===== config.mk =====
export PLATFORM = sky130hd
export DESIGN_NAME = uart_tx_scheduler
export DESIGN_NICKNAME = d
export VERILOG_FILES = /design/src/rtl/uart_tx_scheduler_pkg.sv /design/src/rtl/uart_tx_scheduler_rr_arbiter.sv /design/src/rtl/uart_tx_scheduler.sv
export SDC_FILE = /design/constraint.sdc
export NUM_CORES = 1
export LEC_CHECK = 0
export ABC_CLOCK_PERIOD_IN_PS = 2540
export CORE_AREA = 4 4 138 140
export CTS_BUF_LIST = sky130_fd_sc_hd__clkbuf_16
export DETAILED_ROUTE_END_ITERATION = 12
export DIE_AREA = 0 0 142 144
export PLACE_DENSITY = 0.7
export SLEW_MARGIN = 10
export SYNTH_ARGS = -nofsm -noshare
export SYNTH_HDL_FRONTEND = slang
export SYNTH_SLANG_ARGS = --single-unit

===== constraint.sdc =====
create_clock -name CLOCK_50M -period 2.54 [get_ports CLOCK_50M]
set_input_delay 0.381 -clock CLOCK_50M [delete_from_list [all_inputs] [get_ports CLOCK_50M]]
set_output_delay 0.381 -clock CLOCK_50M [all_outputs]
set_load 0.05 [all_outputs]

===== src/rtl/uart_tx_scheduler_pkg.sv =====
// Shared types and constants for the UART transmit scheduler.
// Contents:
//   state_t      - controller FSM states
//   COUNT_W      - width of a requester byte count
//   BYTE_W       - width of one transmitted byte
//   PKT_W        - width of one requester packet buffer
//   IDX_W        - width of a requester index (up to 8 requesters)
//   clamp_count  - limits a requested byte count to the packet capacity
package uart_tx_sched_pkg;

    localparam int COUNT_W = 4;
    localparam int BYTE_W  = 8;
    localparam int PKT_W   = 64;
    localparam int IDX_W   = 3;

    typedef enum logic [2:0] {
        IDLE    = 3'd0,
        SEND    = 3'd1,
        WAIT_HI = 3'd2,
        WAIT_LO = 3'd3,
        GAP     = 3'd4
    } state_t;

    // Oversized counts are treated as a full packet rather than rejected.
    function automatic logic [COUNT_W-1:0] clamp_count(
        input logic [COUNT_W-1:0] count,
        input logic [COUNT_W-1:0] max_count
    );
        logic [COUNT_W-1:0] result;
        if (count > max_count) begin
            result = max_count;
        end else begin
            result = count;
        end
        return result;
    endfunction

endpackage


===== src/rtl/uart_tx_scheduler_rr_arbiter.sv =====
// Round-robin arbiter for the UART transmit scheduler.
// Purely combinational: picks the first requester at or after
// (last_grant + 1) with wrap-around. The pointer itself is held by the parent.
// Ports:
//   req        in   NUM_REQ  pending requests
//   last_grant in   IDX_W    index granted most recently
//   grant      out  NUM_REQ  one-hot grant (all zero when nothing pending)
//   grant_idx  out  IDX_W    binary index of the granted requester
//   any_grant  out  1        a requester was selected
module rr_arbiter
    import uart_tx_sched_pkg::*;
#(
    parameter int NUM_REQ = 4
) (
    input  logic [NUM_REQ-1:0] req,
    input  logic [IDX_W-1:0]   last_grant,
    output logic [NUM_REQ-1:0] grant,
    output logic [IDX_W-1:0]   grant_idx,
    output logic               any_grant
);

    logic found_s;

    // Two passes: requesters above the pointer first, then wrap to the ones at or below it.
    always_comb begin
        grant     = '0;
        grant_idx = '0;
        found_s   = 1'b0;
        for (int i = 0; i < NUM_REQ; i++) begin
            if (!found_s && req[i] && (i > int'(last_grant))) begin
                grant[i]  = 1'b1;
                grant_idx = IDX_W'(i);
                found_s   = 1'b1;
            end else begin
                found_s   = found_s;
            end
        end
        for (int i = 0; i < NUM_REQ; i++) begin
            if (!found_s && req[i] && (i <= int'(last_grant))) begin
                grant[i]  = 1'b1;
                grant_idx = IDX_W'(i);
                found_s   = 1'b1;
            end else begin
                found_s   = found_s;
            end
        end
        any_grant = found_s;
    end

endmodule


===== src/rtl/uart_tx_scheduler.sv =====
// Round-robin scheduler sharing one byte-wide UART transmitter among
// NUM_REQ packet requesters. A granted packet (up to 8 bytes) is sent
// LSB-first with a start/busy handshake, followed by GAP_CYCLES idle cycles.
// Ports:
//   CLOCK_50M  in   1            system clock
//   RESET_N    in   1            asynchronous active-low reset
//   req_valid  in   NUM_REQ      requester i has a packet pending
//   req_data   in   NUM_REQ*64   packet of requester i, byte 0 in bits [7:0]
//   req_count  in   NUM_REQ*4    byte count of requester i (clamped to MAX_BYTES)
//   req_ready  out  NUM_REQ      one-cycle accept pulse
//   tx_data    out  8            byte for the transmitter
//   tx_start   out  1            one-cycle transmit request
//   tx_busy    in   1            transmitter is shifting a byte
//   grant_id   out  3            current or last granted requester
//   active     out  1            high from grant until the end of the gap
module uart_tx_scheduler
    import uart_tx_sched_pkg::*;
#(
    parameter int NUM_REQ    = 4,
    parameter int MAX_BYTES  = 8,
    parameter int GAP_CYCLES = 5208
) (
    input  logic                       CLOCK_50M,
    input  logic                       RESET_N,
    input  logic [NUM_REQ-1:0]         req_valid,
    input  logic [NUM_REQ*PKT_W-1:0]   req_data,
    input  logic [NUM_REQ*COUNT_W-1:0] req_count,
    output logic [NUM_REQ-1:0]         req_ready,
    output logic [BYTE_W-1:0]          tx_data,
    output logic                       tx_start,
    input  logic                       tx_busy,
    output logic [IDX_W-1:0]           grant_id,
    output logic                       active
);

    localparam int GAP_W = (GAP_CYCLES > 1) ? $clog2(GAP_CYCLES + 1) : 1;
    localparam logic [GAP_W-1:0]   GAP_LOAD = GAP_W'((GAP_CYCLES > 0) ? (GAP_CYCLES - 1) : 0);
    localparam logic [COUNT_W-1:0] MAX_CNT  = COUNT_W'(MAX_BYTES);

    state_t               state_r;
    logic [IDX_W-1:0]     last_grant_r;
    logic [PKT_W-1:0]     shift_r;
    logic [COUNT_W-1:0]   remain_r;
    logic [GAP_W-1:0]     gap_cnt_r;
    logic [NUM_REQ-1:0]   req_ready_r;
    logic [BYTE_W-1:0]    tx_data_r;
    logic                 tx_start_r;
    logic [IDX_W-1:0]     grant_id_r;
    logic                 active_r;

    logic [NUM_REQ-1:0]   avail_s;
    logic [NUM_REQ-1:0]   grant_s;
    logic [IDX_W-1:0]     grant_idx_s;
    logic                 any_s;
    logic [PKT_W-1:0]     sel_data_s;
    logic [COUNT_W-1:0]   sel_count_s;
    logic [COUNT_W-1:0]   clamped_s;

    // A requester still sees its accept pulse for one cycle; masking it stops
    // a zero-length packet from being granted twice back to back.
    always_comb begin
        avail_s = req_valid & ~req_ready_r;
    end

    rr_arbiter #(
        .NUM_REQ (NUM_REQ)
    ) u_arb (
        .req        (avail_s),
        .last_grant (last_grant_r),
        .grant      (grant_s),
        .grant_idx  (grant_idx_s),
        .any_grant  (any_s)
    );

    // AND-OR select of the granted requester's packet and count.
    always_comb begin
        sel_data_s  = '0;
        sel_count_s = '0;
        for (int i = 0; i < NUM_REQ; i++) begin
            if (grant_s[i]) begin
                sel_data_s  = sel_data_s  | req_data[i*PKT_W +: PKT_W];
                sel_count_s = sel_count_s | req_count[i*COUNT_W +: COUNT_W];
            end else begin
                sel_data_s  = sel_data_s;
                sel_count_s = sel_count_s;
            end
        end
        clamped_s = clamp_count(sel_count_s, MAX_CNT);
    end

    // Controller FSM with all outputs registered.
    always_ff @(posedge CLOCK_50M or negedge RESET_N) begin
        if (!RESET_N) begin
            state_r      <= IDLE;
            last_grant_r <= IDX_W'(NUM_REQ - 1);
            shift_r      <= '0;
            remain_r     <= '0;
            gap_cnt_r    <= '0;
            req_ready_r  <= '0;
            tx_data_r    <= '0;
            tx_start_r   <= 1'b0;
            grant_id_r   <= '0;
            active_r     <= 1'b0;
        end else begin
            req_ready_r <= '0;
            tx_start_r  <= 1'b0;
            case (state_r)
                IDLE: begin
                    if (any_s) begin
                        req_ready_r  <= grant_s;
                        grant_id_r   <= grant_idx_s;
                        last_grant_r <= grant_idx_s;
                        shift_r      <= sel_data_s;
                        remain_r     <= clamped_s;
                        // An empty packet is accepted and dropped: nothing is
                        // sent, so the line never becomes active and no gap follows.
                        if (clamped_s == '0) begin
                            active_r <= 1'b0;
                            state_r  <= IDLE;
                        end else begin
                            active_r <= 1'b1;
                            state_r  <= SEND;
                        end
                    end else begin
                        state_r <= IDLE;
                    end
                end
                SEND: begin
                    if (!tx_busy) begin
                        tx_start_r <= 1'b1;
                        tx_data_r  <= shift_r[BYTE_W-1:0];
                        shift_r    <= {8'h00, shift_r[PKT_W-1:BYTE_W]};
                        if (remain_r != '0) begin
                            remain_r <= remain_r - 4'd1;
                        end else begin
                            remain_r <= remain_r;
                        end
                        state_r <= WAIT_HI;
                    end else begin
                        state_r <= SEND;
                    end
                end
                WAIT_HI: begin
                    if (tx_busy) begin
                        state_r <= WAIT_LO;
                    end else begin
                        state_r <= WAIT_HI;
                    end
                end
                WAIT_LO: begin
                    if (!tx_busy) begin
                        if (remain_r != '0) begin
                            state_r <= SEND;
                        end else if (GAP_CYCLES > 0) begin
                            gap_cnt_r <= GAP_LOAD;
                            state_r   <= GAP;
                        end else begin
                            active_r <= 1'b0;
                            state_r  <= IDLE;
                        end
                    end else begin
                        state_r <= WAIT_LO;
                    end
                end
                GAP: begin
                    if (gap_cnt_r == '0) begin
                        active_r <= 1'b0;
                        state_r  <= IDLE;
                    end else begin
                        gap_cnt_r <= gap_cnt_r - GAP_W'(1);
                        state_r   <= GAP;
                    end
                end
                default: begin
                    active_r <= 1'b0;
                    state_r  <= IDLE;
                end
            endcase
        end
    end

    assign req_ready = req_ready_r;
    assign tx_data   = tx_data_r;
    assign tx_start  = tx_start_r;
    assign grant_id  = grant_id_r;
    assign active    = active_r;

endmodule


==> flow_summary.toml <==
[synthesis]
synth_area_um2 = 6160
synth-seq-area-share = 0.415
synth.net_count = 927
synth.avg_cell_area_um2 = 9.54
synth_top_area_frac = 0.407
ys_ff_latch = 102
synth-async-reset-ratio = 1.00
synth_ff_type = "dfrtp_1"
syn_inst = 645
synth_area_leaders = "dfrtp_1 (41%), a21oi_1 (11%), a222oi_1 (10%)"
ys_types = 61
yosysTopAreaCell = "dfrtp_1"
synth_edf_count = 0
synth_warnings = 0

[run_status]
outcome = "completed"

[die]
die_x_um = 142
initial_core_util = 0.345
dieArea_um2 = 20400
fp.dieH_um = 144
io_pins = 296
core.rowCount = 49
core_um2 = 17800

[grt]
grt_pass1_vias = 6889
antenna_found_initial = 1
grt_max_degree = 59
grt_pass1_wl_um = 37400
grt.overflow.total = 0
grt_usage = 0.234

[route]
drt_iter0_drc = 583
dr.pass1.iters = 7
drc = 0
via_count = 6639
maxUsedRoutingLayer = "met5"
wl_met2_um = 12500
wl_per_cell_um = 20.8
drt-met1-wl_um = 9920
drtAntennaViolNets = 0
finalWirelength_um = 24700
wl_met3_um = 1770
via_per_inst = 5.58

[cells_and_area]
final_layout_size_suffix_gt1_frac = 0.156
finalNetCount = 1237
final_common_cell = "clkdlybuf4s50_1"
diodes = 0
layout_common_cells = "clkdlybuf4s50_1 (291), a21oi_1 (132), dfrtp_1 (99)"
syn2layout_area_growth_pct = 63.8

[critical_path]
path_max_fanout = 12
crit_buf_inv = 1
start_kind = "flip-flop"
crit_chain = "or3b_4, a32oi_4, o32ai_4, bufbuf_16, a222oi_1, a21oi_1, mux2_2"
crit_required_ns = 2.78
worstPathArrival_ns = 2.71
timing.critical_path.slowest_stage_cell = "or3b_4"
cp_num_cells = 7
cp_top_family = "compound AO/OA/AOI/OAI gates"
reg2reg_depth = 7
worst_path_largest_cell_delay_ns = 0.43
cp-end-kind = "flip-flop"
criticalPathCategory = "flip-flop to flip-flop"

[sta]
fin_setup_tns_ns = 0
fin_skew_ns = 0.0155
holdWs_ns = 0.437
tightest_slew_ns = 0.537
finalCritPeriodShare = 0.975
drv_slew = 0
final-hold-violation-count = 0
fmax_mhz = 404
rsz0062_at_grt = "true"
maxSlewHeadroom = 0.641
period_minus_slack_ns = 2.48
setup_viol = 0

[clocking]
path_clk_slew_ns = 0.07
root_buffer = "clkbuf_16"
ctsHtreeMaxLevel = 3
numCtsBuffers = 9
cts.sinks = 102
cts_tree = "built"
ctsLongestPathBuffers = 2
worst_skew_pair.late_latency_ns = 0.35

[hold_path]
hp-class = "input port to async pin"

[pwr]
p_total_mw = 3.79
irDropWorstVdd_uv = 443
leakagePower_nw = 4.40
p_per_area_nw_per_um2 = 375

[placed_design]
numPortBuffers = 294
hpwl_um = 18200
place_congestion = 0.813

[flow_run]
cap_violations = 0
## sequential cells by signal, indices dropped and copies added (netlist names)
| name | count |
|---|---|
| remain_r | 4 |
| tx_start | 1 |
| grant_id | 2 |
| req_ready | 4 |
| tx_data | 8 |
| active | 1 |
| gap_cnt_r | 13 |
| state_r | 3 |
| last_grant_r | 2 |
| shift_r | 64 |
## per-stage QoR
step | utilization | setup WS, ns | cells | area, um^2
6_report | 0.565 | 0.0640 | 1189 | 10100
5_1_grt | 0.565 | -0.0620 | 1189 | 10100
4_1_cts | 0.563 | 0.0574 | 1184 | 10000
3_5_place_dp | 0.541 | -0.469 | 1164 | 9640
3_3_place_gp | 0.541 | -0.448 | 1164 | 9640
2_1_floorplan | - | 0.120 | 645 | 6160
## timing repair
action                     in CTS  in global routing
cloned                          3                  0
pin swaps                       4                 11
gates resized for setup         5                  1
hold buffers                    1                  0
setup buffers                   0                  5
setup endpoints to repair       3                 43
hold endpoints to repair       13                  0
## where the power goes
part	internal, mW	leakage (nW)	switching [mW]
clock network	0.744	0.149	0.598
registers	1.62	1.38	0
logic	0.540	2.87	0.279
total	2.91	4.40	0.878
## path summary, 6_finish.rpt
check	startpoint	end	slack, ns
setup / recovery	last_grant_r[0]	shift_r[25]	0.06
hold / removal	RESET_N	gap_cnt_r[10]	0.44
setup reg to reg	last_grant_r[0]	shift_r[25]	0.06
hold reg to reg	shift_r[0]	tx_data[0]	0.47
max in group asynchronous	RESET_N	shift_r[37]	1.43
min in group CLOCK_50M	shift_r[0]	tx_data[0]	0.47
## area by class of cell
type / instances / area [um^2]
Fill cell: 1592 / 7760
Timing Repair Buffer: 354 / 3580
Multi-Input combinational cell: 476 / 3340
Sequential cell: 102 / 2560
Tap cell: 229 / 287
Clock buffer: 9 / 225
Clock inverter: 7 / 52.6
Inverter: 12 / 45.0
## cell families (layout without fill, tap and decap cells)
| group | Yosys count | count (layout) | share of synthesized area |
|---|---|---|---|
| AO/OA/AOI/OAI | 237 | 237 | 0.276 |
| XOR/XNOR | 10 | 10 | 0.0142 |
| adder cells (fa/ha/maj) | 3 | 3 | 0.00610 |
| buffers and inverters | 67 | 382 | 0.0533 |
| flip-flops | 102 | 102 | 0.415 |
| multiplexers | 57 | 57 | 0.104 |
| other | 1 | 1 | 0.000609 |
| AND/OR/NAND/NOR | 168 | 168 | 0.131 |
## worst reg2reg max path: cells and delay by family, from the launching register on
kind            cells  cell delay (ns)
compound gates      4             0.94
simple gates        1             0.43
flops               1             0.40
buf+inv             1             0.32
mux                 1             0.28
## metal layers
| metal | track usage | vias to the layer above |
|---|---|---|
| li1 | - | 3094 |
| met1 | 0.298 | 3236 |
| met2 | 0.397 | 275 |
| met3 | 0.0565 | 32 |
| met4 | 0.0692 | 2 |
| met5 | 0 | - |
## cells in the mapped netlist, drive strengths merged (8+ instances only)
master and number:
clkbuf 29, nand2 42, a222oi 64, nor2 74, buf 26, dfrtp 100, nor3 10, inv 11
o21ai 8, mux2 56, a21oi 132, a31o 8
No activity file was read; power rests on OpenSTA's default activity.
